### src/rtl/bin2bcd_pkg.sv
// Shared types and constants for the sequential binary-to-BCD converter.
package bin2bcd_pkg;

  typedef enum logic [1:0] {
    IDLE,
    SHIFT,
    DONE
  } state_e;

  localparam int unsigned ACC_DIGITS  = 10;
  localparam int unsigned BCD_DIGIT_W = 4;

  localparam logic [ACC_DIGITS*BCD_DIGIT_W-1:0] BCD_ALL_NINES = {ACC_DIGITS{4'h9}};

endpackage

### src/rtl/bcd_digit_adj.sv
// Double-dabble digit correction: a BCD digit of 5 or more gets +3 before the shift.
module bcd_digit_adj
  import bin2bcd_pkg::*;
(
  input  logic [BCD_DIGIT_W-1:0] digit,
  output logic [BCD_DIGIT_W-1:0] adjusted
);

  always_comb begin
    adjusted = digit;
    if (digit >= BCD_DIGIT_W'(5)) adjusted = digit + BCD_DIGIT_W'(3);
  end

endmodule

### src/rtl/bin2bcd_seq.sv
// Shift-and-add-3 binary-to-BCD converter, one input bit per clock, with a
// start/busy/done handshake and registered, hold-until-commit outputs.
module bin2bcd_seq
  import bin2bcd_pkg::*;
#(
  parameter int unsigned DATA_W     = 32,
  parameter int unsigned OUT_DIGITS = 8
) (
  input  logic                              i_clk,
  input  logic                              i_reset,
  input  logic                              i_start,
  input  logic                              i_signed,
  input  logic [DATA_W-1:0]                 i_bin_data,
  output logic                              o_busy,
  output logic                              o_done,
  output logic [OUT_DIGITS*BCD_DIGIT_W-1:0] o_bcd_data,
  output logic                              o_neg,
  output logic                              o_overflow
);

  localparam int unsigned ACC_W = ACC_DIGITS * BCD_DIGIT_W;
  localparam int unsigned OUT_W = OUT_DIGITS * BCD_DIGIT_W;
  localparam int unsigned CNT_W = $clog2(DATA_W);

  state_e                    state;
  logic [CNT_W-1:0]          cnt;
  logic [ACC_W-1:0]          acc;
  logic [ACC_W-1:0]          adj;
  logic [DATA_W-1:0]         mag;
  logic                      sign;
  logic [ACC_W+DATA_W-1:0]   shifted;
  logic                      ovf;

  for (genvar g = 0; g < ACC_DIGITS; g++) begin : g_adj
    bcd_digit_adj u_adj (
      .digit    (acc[g*BCD_DIGIT_W +: BCD_DIGIT_W]),
      .adjusted (adj[g*BCD_DIGIT_W +: BCD_DIGIT_W])
    );
  end

  // Corrected digits and the remaining magnitude shift as one register.
  assign shifted = {adj, mag} << 1;

  always_comb begin
    ovf = 1'b0;
    for (int unsigned k = OUT_DIGITS; k < ACC_DIGITS; k++) begin
      if (acc[k*BCD_DIGIT_W +: BCD_DIGIT_W] != '0) ovf = 1'b1;
    end
  end

  always_ff @(posedge i_clk or negedge i_reset) begin
    if (!i_reset) begin
      state      <= IDLE;
      cnt        <= '0;
      acc        <= '0;
      mag        <= '0;
      sign       <= 1'b0;
      o_busy     <= 1'b0;
      o_done     <= 1'b0;
      o_bcd_data <= '0;
      o_neg      <= 1'b0;
      o_overflow <= 1'b0;
    end else begin
      o_done <= 1'b0;
      case (state)
        IDLE: begin
          if (i_start) begin
            sign   <= i_signed & i_bin_data[DATA_W-1];
            mag    <= (i_signed && i_bin_data[DATA_W-1]) ? -i_bin_data : i_bin_data;
            acc    <= '0;
            cnt    <= '0;
            o_busy <= 1'b1;
            state  <= SHIFT;
          end
        end
        SHIFT: begin
          {acc, mag} <= shifted;
          cnt        <= cnt + 1'b1;
          if (cnt == CNT_W'(DATA_W - 1)) state <= DONE;
        end
        DONE: begin
          o_bcd_data <= ovf ? BCD_ALL_NINES[OUT_W-1:0] : acc[OUT_W-1:0];
          o_overflow <= ovf;
          o_neg      <= sign;
          o_done     <= 1'b1;
          o_busy     <= 1'b0;
          state      <= IDLE;
        end
        default: state <= IDLE;
      endcase
    end
  end

endmodule

### config.mk
export PLATFORM = sky130hd
export DESIGN_NAME = bin2bcd_seq
export DESIGN_NICKNAME = d
export VERILOG_FILES = /design/src/rtl/bin2bcd_pkg.sv /design/src/rtl/bcd_digit_adj.sv /design/src/rtl/bin2bcd_seq.sv
export SDC_FILE = /design/constraint.sdc
export NUM_CORES = 1
export LEC_CHECK = 0
export BUFFER_PORTS_ARGS = -buffer_cell sky130_fd_sc_hd__buf_2
export CAP_MARGIN = 20
export CORE_ASPECT_RATIO = 1.2
export CORE_MARGIN = 1
export CORE_UTILIZATION = 63
export DETAILED_ROUTE_END_ITERATION = 12
export GPL_ROUTABILITY_DRIVEN = 0
export PLACE_DENSITY_LB_ADDON = 0.25
export SYNTH_ARGS = -nofsm -noshare
export SYNTH_HDL_FRONTEND = slang
export SYNTH_SLANG_ARGS = --single-unit
### constraint.sdc
create_clock -name i_clk -period 3.1 [get_ports i_clk]
set_input_delay 0.465 -clock i_clk [delete_from_list [all_inputs] [get_ports i_clk]]
set_output_delay 0.465 -clock i_clk [all_outputs]
set_load 0.05 [all_outputs]
==> results_dict.tcl, run 1 <==
set metrics [dict create \
    final_cell_mix "dfrtp_1, buf_2, nand2_1" \
    slowest_stage "nand3_1" \
    synth_mux_area_share_pct 0.823 \
    std_cell_rows 38 \
    switching_power_mw 2.26 \
    synth_ff_type "dfrtp_1" \
    cts.clk_slew.worst_paths_ns 0.05 \
    cts_root_buf "clkbuf_8" \
    route.detailed.drc 0 \
    fin_crit_ns 2.03 \
    reg2regPathDepth 4 \
    cts-hold-fix-buffers 0 \
    cts.sinks 116 \
    clock_path_buffers 2 \
    synth_xor_xnor_area_share_pct 6.05 \
    irDropWorstVdd_uv 372 \
    drt-total-wl_um 14000 \
    die_area_mm2 0.0101 \
    overflow 0 \
    drtIter0Drc 376 \
    finalCritPeriodShare_pct 65.3 \
    power_mw 6.33 \
    endpoint_kind "flip-flop" \
    cp.required_ns 3.51 \
    worstSetupStartpointType "flip-flop" \
    synth_fp_nets 697 \
    cts.htree.levels 4 \
    die_h_um 110 \
    grt_pass1_wl_um 23500 \
    synth_top_family_by_area "compound AO/OA/AOI/OAI gates" \
    initial_utilization_pct 66.0 \
    holdWs_ns -0.0151 \
    crit_path_cell_trace "nor4_1 -> nand3_1 -> o21ai_0 -> nand2_1" \
    dieWidth_um 91.7 \
    maxCapViolCount 0 \
    max_stage_delay_ns 0.58 \
    critical_path_class "reg -> reg" \
    fin_skew_ns 0.00598 \
    outcome "finished, violations left" \
    min_path_type "in -> async" \
    cellPowerDensity_mw_per_mm2 889 \
    switching_share_pct 35.7 \
    syn-cell-area_mm2 0.00608 \
    clk_latency_ns 0.53 \
    place_hpwl_um 9350 \
    cts_resized 0 \
    drv_slew 0 \
    violations "negative hold slack" \
    drive_gt1_share_pct 17.0 \
    ios 72 \
    relSlewSlack_pct 34.5 \
    p_comb_share_pct 33.4 \
    tns_ns 0 \
    power_frac_clock_pct 29.0 \
    synth_simple_gate_area_share_pct 14.7 \
    yosysUniqueCellTypes 49 \
    ant_nets 0 \
    synth_fa_ha_area_share_pct 5.14 \
    diodes 0 \
    tightest_slew_ns 0.980 \
    grt_pass1_vias 5022 \
    grt_setup_unrepaired "false" \
    cts_made_buffers 17 \
    area_growth_pct 16.9 \
    setup_viol 0 \
    crit_buf_inv 0 \
    fmax_mhz 494 \
    cp_num_cells 4 \
    power.leakage_nw 3.18 \
    final-hold-violation-count 16 \
    grt_max_degree 62 \
    worstPathArrival_ns 2.43 \
    grtUsageTotal_pct 30.0 \
    synthArstFlopShare_pct 100 \
    p_int_mw 4.07 \
    tritoncts "yes" \
    yosys_warnings 0 \
    postSynthCellCount 636 \
    post_drt_wl_per_cell_um 16.9 \
    synth.avg_cell_area_um2 9.56 \
    seqPwrFrac_pct 37.6 \
    path_delay_family "simple AND/OR/NAND/NOR gates" \
    synth-compound-area-share_pct 21.4 \
    io_buffer_count 71 \
    core_area_mm2 0.00922 \
    drt_first_pass_iters 5 \
    post-cts-setup-buffers 0 \
    fin_nets 760 \
    ys_ff_latch 116 \
    antenna_found_initial 0 \
    yosysSeqAreaShare_pct 47.7 \
    vias 5246 \
    viasPerCell 6.31 \
    final_common_cell "dfrtp_1" \
    utilization_pct 77.1 \
    critPathMaxFanout 16 \
    synth_edf_count 0 \
]
## state kept, by name (all words and copies together) (netlist names)
name,flops
cnt,5
o_busy,1
acc,40
o_done,1
sign,1
o_bcd_data,32
mag,32
o_overflow,1
o_neg,1
state,2
## final cells by class
type,count,area [um^2]
inverter,25,93.8
fill,635,2110
tap,120,150
sequential,116,2900
clock buffer,28,526
timing repair buffer,83,460
multi-input combinational,456,2940
clock inverter,3,40.0
## cells by family (layout without fill, tap and decap cells)
kind of cell / count (synthesis) / after routing
multiplexers: 5 / 5
AND/OR/NAND/NOR: 187 / 187
adder cells (fa/ha/maj): 25 / 25
buffers and inverters: 64 / 139
AO/OA/AOI/OAI: 197 / 197
XOR/XNOR: 42 / 42
flip-flops: 116 / 116
## path summary, 6_finish.rpt
kind	to	slack [ns]	from
hold reg to reg	o_bcd_data[27]	0.46	o_bcd_data[27]
setup reg to reg	o_bcd_data[3]	1.07	acc[38]
max in group asynchronous	acc[2]	2.36	i_reset
setup / recovery	o_bcd_data[3]	1.07	acc[38]
min in group i_clk	mag[31]	0.20	i_signed
hold / removal	o_bcd_data[29]	-0.02	i_reset
## power groups by stage
stage | Sequential, mW | Combinational [mW] | Clock, mW
after CTS | 2.37 | 2.11 | 1.85
after floorplan | 2.32 | 1.56 | 0
final | 2.38 | 2.11 | 1.83
after global placement | 2.35 | 1.96 | 0
after detailed placement | 2.38 | 2.07 | 0
after global routing | 2.44 | 2.36 | 1.91
## metal layers
metal	global-route usage (%)	vias to the layer above	wire, um
li1	-	2448	-
met1	36.2	2559	5760
met2	53.0	209	7210
met3	6.29	30	764
met4	12.1	0	291
met5	0	-	0
## cells in the mapped netlist (all sizes together) (5+ instances only)
cell / count / area (um^2)
nor3: 19 / 95.1
o41ai: 6 / 71.3
inv: 25 / 93.8
ha: 25 / 313
or4: 5 / 45.0
nand3: 14 / 70.1
o32ai: 10 / 87.6
nor4: 8 / 65.1
xor2: 18 / 158
mux2i: 5 / 50.1
a21oi: 31 / 155
buf: 8 / 40.0
a31oi: 19 / 119
a32o: 10 / 100
dfrtp: 116 / 2900
o22ai: 12 / 75.1
o31ai: 21 / 158
and3: 8 / 50.1
nand2: 66 / 248
nor2: 43 / 161
o21ai: 54 / 270
nand2b: 11 / 68.8
xnor2: 24 / 210
a22oi: 22 / 165
clkbuf: 31 / 116
## stage by stage
step           cells  area (um^2)  setup WS [ns]  hold slack [ns]
6_report         831         7110           1.07          -0.0151
5_1_grt          831         7110          0.873           0.0468
4_1_cts          831         7110           1.05          0.00519
3_5_place_dp     800         6550          0.574            0.453
3_3_place_gp     800         6550          0.630            0.446
2_1_floorplan    636         6080           1.01            0.169
## worst reg2reg max path, cell delays in order (launching register included)
cell	delay (ns)
dfrtp_1	0.42
nor4_1	0.35
nand3_1	0.58
o21ai_0	0.48
nand2_1	0.09
Power figures use the tool's default switching activity.
==> run 2, diff against run 1 <==
Settings changed: CORE_UTILIZATION 63 to 53.
Clock period 3.1 ns to 1.7 ns, I/O delays scaled along.
==> run 2 against run 1 <==
The flow now finishes without violations. Critical path type is now in -> reg. Sequential power increased by 82%. Die area is 18% higher. Hold slack better by 0.11 ns. Flip-flop and latch count unchanged. Global-route usage is 2.7 points lower. Count of clock-buffer cells in the layout shrank 2. Worst setup slack got worse by 1.0 ns. Critical path depth grew 3. Clock skew decreased by 0.00076 ns.
==> results_dict.tcl, run 2 (synthesis gave the netlist of run 1 again) <==
set metrics [dict create \
    gr-usage-met3_pct 6.57 \
    finalCritPeriodShare_pct 96.3 \
    relSlewSlack_pct 71.1 \
    grtUsageTotal_pct 27.3 \
    cellPowerDensity_mw_per_mm2 1540 \
    final-hold-violation-count 0 \
    clock_path_buffers 2 \
    drv_slew 0 \
    post-cts-setup-buffers 0 \
    fmax_mhz 611 \
    regMostFlops "acc" \
    setup_viol 0 \
    worstSetupStartpointType "input port" \
    top_usage_layer "met2" \
    drive_gt1_share_pct 23.9 \
    min_path_type "in -> reg" \
    die_h_um 119 \
    maxCapViolCount 0 \
    post_drt_wl_per_cell_um 16.4 \
    vias 5375 \
    fin_crit_ns 1.64 \
    drt-total-wl_um 15000 \
    tightest_slew_ns 0.430 \
    cts.clk_slew.worst_paths_ns 0.05 \
    grt_pass1_wl_um 25400 \
    drt_first_pass_iters 5 \
    antenna_found_initial 0 \
    dieWidth_um 99.8 \
    ant_nets 0 \
    rr_startpoint "acc[20]" \
    outcome "finished, final reports clean" \
    critPathLaunch "i_bin_data[6]" \
    cts.sinks 116 \
    reg_top3 "acc: 40 flops, mag: 32 flops, o_bcd_data: 32 flops" \
    critical_path_class "in -> reg" \
    core_area_mm2 0.0111 \
    final_cell_mix "dfrtp_1, buf_2, nand2_1" \
    clk_latency_ns 0.41 \
    viasPerCell 5.87 \
    final_common_cell "dfrtp_1" \
    grt_setup_unrepaired "true" \
    diodes 0 \
    io_buffer_count 71 \
    drtIter0Drc 264 \
    holdWs_ns 0.0948 \
    power.leakage_nw 3.45 \
    die_area_mm2 0.0119 \
    cts_made_buffers 17 \
    route.detailed.drc 0 \
    grt_use_met2_pct 48.5 \
    ios 72 \
    cp.required_ns 2.00 \
    grt_max_degree 65 \
    fin_skew_ns 0.00521 \
    place_hpwl_um 10400 \
    cts_root_buf "clkbuf_16" \
    irDropWorstVdd_uv 614 \
    initial_utilization_pct 54.9 \
    cts.htree.levels 4 \
    grt_pass1_vias 5361 \
    tritoncts "yes" \
    std_cell_rows 42 \
    utilization_pct 69.1 \
    critPathMaxFanout 12 \
    hp-start "i_signed" \
    fin_nets 810 \
    endpoint_kind "flip-flop" \
    overflow 0 \
    worstPathArrival_ns 1.94 \
    use_met1_pct 31.6 \
    area_growth_pct 26.0 \
    largest_register_ffs 40 \
]
-- run 2: cell count changes in the layout (fill, tap and decap cells not counted), moves of 2 or more --
| cell | change |
|---|---|
| buf_12 | +7 |
| a21oi_2 | +6 |
| clkinv_2 | +2 |
| a21oi_1 | -6 |
| clkbuf_1 | +2 |
| buf_4 | +41 |
| clkbuf_8 | -5 |
-- run 2: path summary, 6_finish.rpt --
kind	endpoint	slack (ns)	cells after the start
max	mag[29]	0.06	7
min	mag[31]	0.09	2
max reg2reg	acc[22]	0.08	7
min reg2reg	o_bcd_data[18]	0.45	2
min in group asynchronous	o_bcd_data[31]	0.19	2
max in group asynchronous	cnt[2]	0.99	3
-- run 2: power by group --
part	internal [mW]	total, mW	switching [mW]
Clock	2.10	3.26	1.15
Sequential	3.63	4.34	0.710
Combinational	1.81	4.19	2.38
Total	7.55	11.8	4.25
-- run 2: area by class of cell --
type	count	area, um^2
multi-input combinational	456	3010
tap	154	193
clock buffer	26	489
inverter	25	93.8
clock inverter	5	50.0
sequential	116	2900
timing repair buffer	133	930
fill	878	3420
-- run 2: critical path, stage by stage --
cell and delay [ns]:
buf_2 0.11, or4_4 0.57, nor4_4 0.25, buf_6 0.19
and3_2 0.26, mux2i_1 0.23, nand2_1 0.07
-- run 2: metrics by stage --
step                cell area (um^2)  setup TNS (ns)  setup slack (ns)  instances  power, mW
floorplan                       6140          -0.394            -0.122        636       7.09
global placement                7080           -4.63            -0.354        883       8.12
detailed placement              7080           -5.59            -0.398        883       8.40
CTS                             7630               0            0.0327        915       11.7
global route                    7660         -0.0962           -0.0489        915       12.6
finish                          7660               0            0.0621        915       11.8
-- run 2: metal layers --
metal,up-vias,wire length (um)
met5,-,0
met4,0,213
met3,24,784
met2,170,7960
met1,2635,6030
li1,2546,-
-- run 2: timing repair --
| action | in CTS | in global routing |
|---|---|---|
| hold endpoints to repair | 116 | 0 |
| gates resized for setup | 0 | 10 |
| endpoints found under the setup margin | 0 | 24 |
| hold buffers | 1 | 0 |
==> run 3, diff against run 2 <==
Settings changed: CORE_MARGIN 1 to unset, CORE_UTILIZATION 53 to 63.
Clock period 1.7 ns to 2.1 ns, I/O delays scaled along.
==> run 3 against run 2 <==
Critical path depth is 2 lower. Cell area is 4.0% lower. Highest routed layer unchanged. Largest power group unchanged. Die area is 16% lower. Critical path type is now reg -> reg. Cell count is 6.7% lower. Hold slack worse by 0.062 ns. Critical endpoint is now mag[30]. Combinational power is 22% lower.
==> results_dict.tcl, run 3 (synthesis gave the netlist of run 1 again) <==
set metrics [dict create \
    endpoint_kind "flip-flop" \
    io_buffer_count 71 \
    dieWidth_um 91.7 \
    fmax_mhz 557 \
    antenna_found_initial 0 \
    viasPerCell 6.25 \
    maxCapViolCount 0 \
    reg2reg_slack_ns 0.30 \
    min_to "mag[31]" \
    holdPathStages 2 \
    dpl_cell_area_mm2 0.00672 \
    tritoncts "yes" \
    post_drt_wl_per_cell_um 17.7 \
    reg_top3 "acc: 40 flops, mag: 32 flops, o_bcd_data: 32 flops" \
    critPathMaxFanout 19 \
    hp-start "i_signed" \
    cts_made_buffers 17 \
    cellPowerDensity_mw_per_mm2 1340 \
    critical_path_class "reg -> reg" \
    min_path_type "in -> reg" \
    crit_top_cell "nand2_1" \
    utilization_pct 79.8 \
    reg2regPathDepth 5 \
    relSlewSlack_pct 55.7 \
    cp.required_ns 2.56 \
    largest_register_ffs 40 \
    regMostFlops "acc" \
    die_h_um 110 \
    grtUsageTotal_pct 32.2 \
    worstPathArrival_ns 2.26 \
    drv_slew 0 \
    ios 72 \
    fin_area_mm2 0.00736 \
    critPathLaunch "state[1]" \
    outcome "finished, final reports clean" \
    grt_pass1_vias 5189 \
    tightest_slew_ns 0.663 \
    diodes 0 \
    path_delay_family "simple AND/OR/NAND/NOR gates" \
    drive_gt1_share_pct 19.9 \
    final_cell_mix "dfrtp_1, buf_2, nand2_1" \
    clock_path_buffers 2 \
    vias 5335 \
    tns_ns 0 \
    post-cts-setup-buffers 0 \
    cts.clk_slew.worst_paths_ns 0.06 \
    fin_skew_ns 0.00793 \
    drtIter0Drc 335 \
    final-hold-violation-count 0 \
    cts.htree.levels 4 \
    finalCritPeriodShare_pct 85.5 \
    drt_first_pass_iters 5 \
    place_hpwl_um 10200 \
    irDropWorstVdd_uv 601 \
    fin_nets 782 \
    setup_viol 0 \
    cts.sinks 116 \
    final_common_cell "dfrtp_1" \
    std_cell_rows 38 \
    slowest_stage "nor4_1" \
    core_area_mm2 0.00922 \
    initial_utilization_pct 66.0 \
    ant_nets 0 \
    fin_crit_ns 1.80 \
    drt-total-wl_um 15100 \
    area_growth_pct 21.0 \
    rr_endpoint "mag[30]" \
    power.leakage_nw 3.33 \
    grt_max_degree 52 \
    grt_pass1_wl_um 25100 \
    overflow 0 \
    die_area_mm2 0.0101 \
    final.setup.worst_slack_ns 0.304 \
    route.detailed.drc 0 \
    post-place-ws_ns -0.0476 \
    worstSetupStartpointType "flip-flop" \
    grt_setup_unrepaired "false" \
    rr_startpoint "state[1]" \
    clk_latency_ns 0.53 \
    crit_buf_inv 0 \
    crit_path_cell_trace "nor2_1 -> nand2_1 -> nor4_1 -> a311oi_1 -> nand2_1" \
    fillers 606 \
    cts_root_buf "clkbuf_8" \
    max_stage_delay_ns 0.52 \
]
-- run 3: worst max-delay path by stage --
| stage | end | slack, ns | depth (start not counted) |
|---|---|---|---|
| 2_1_floorplan | mag[28] | 0.16 | 8 |
| 3_3_place_gp | mag[29] | 0.01 | 7 |
| 3_5_place_dp | mag[29] | -0.05 | 7 |
| 4_1_cts | mag[30] | 0.30 | 5 |
| 5_1_grt | mag[30] | 0.18 | 5 |
| 6_report | mag[30] | 0.30 | 5 |
-- run 3: per-layer routing --
metal / vias to the layer above / global-route usage (%) / wire, um
li1: 2481 / - / -
met1: 2572 / 37.0 / 6060
met2: 237 / 58.2 / 7840
met3: 45 / 6.15 / 782
met4: 0 / 15.4 / 466
met5: - / 0 / 0
-- run 3: final cells by class --
| type | instances | area, um^2 | share of cell area, % |
|---|---|---|---|
| Clock buffer | 23 | 487 | 6.61 |
| Clock inverter | 9 | 148 | 2.01 |
| Inverter | 25 | 93.8 | 1.27 |
| Multi-Input combinational cell | 456 | 2940 | 39.9 |
| Sequential cell | 116 | 2900 | 39.4 |
| Tap cell | 120 | 150 | 2.04 |
| Timing Repair Buffer | 105 | 641 | 8.70 |
-- run 3: metrics by stage --
stage	hold slack, ns	instances	power (mW)
2_1_floorplan	0.0194	636	5.73
5_1_grt	0.0379	854	10.4
6_report	0.0324	854	9.86
3_5_place_dp	0.224	821	6.69
4_1_cts	0.0215	854	9.83
3_3_place_gp	0.224	821	6.46
-- run 3: worst reg2reg max path: stages (launching register included) --
cell      delay [ns]
dfrtp_1         0.49
nor2_1          0.14
nand2_1         0.39
nor4_1          0.53
a311oi_1        0.10
nand2_1         0.09
-- run 3: where the power goes --
group	internal (mW)	switching (mW)
clock	2.08	0.985
combinational	1.35	1.92
sequential	2.94	0.582
-- run 3: timing repair --
action,CTS,global route
hold buffers,1,0
endpoints found under the hold margin,18,0
endpoints found under the setup margin,0,0
gates resized for setup,0,0
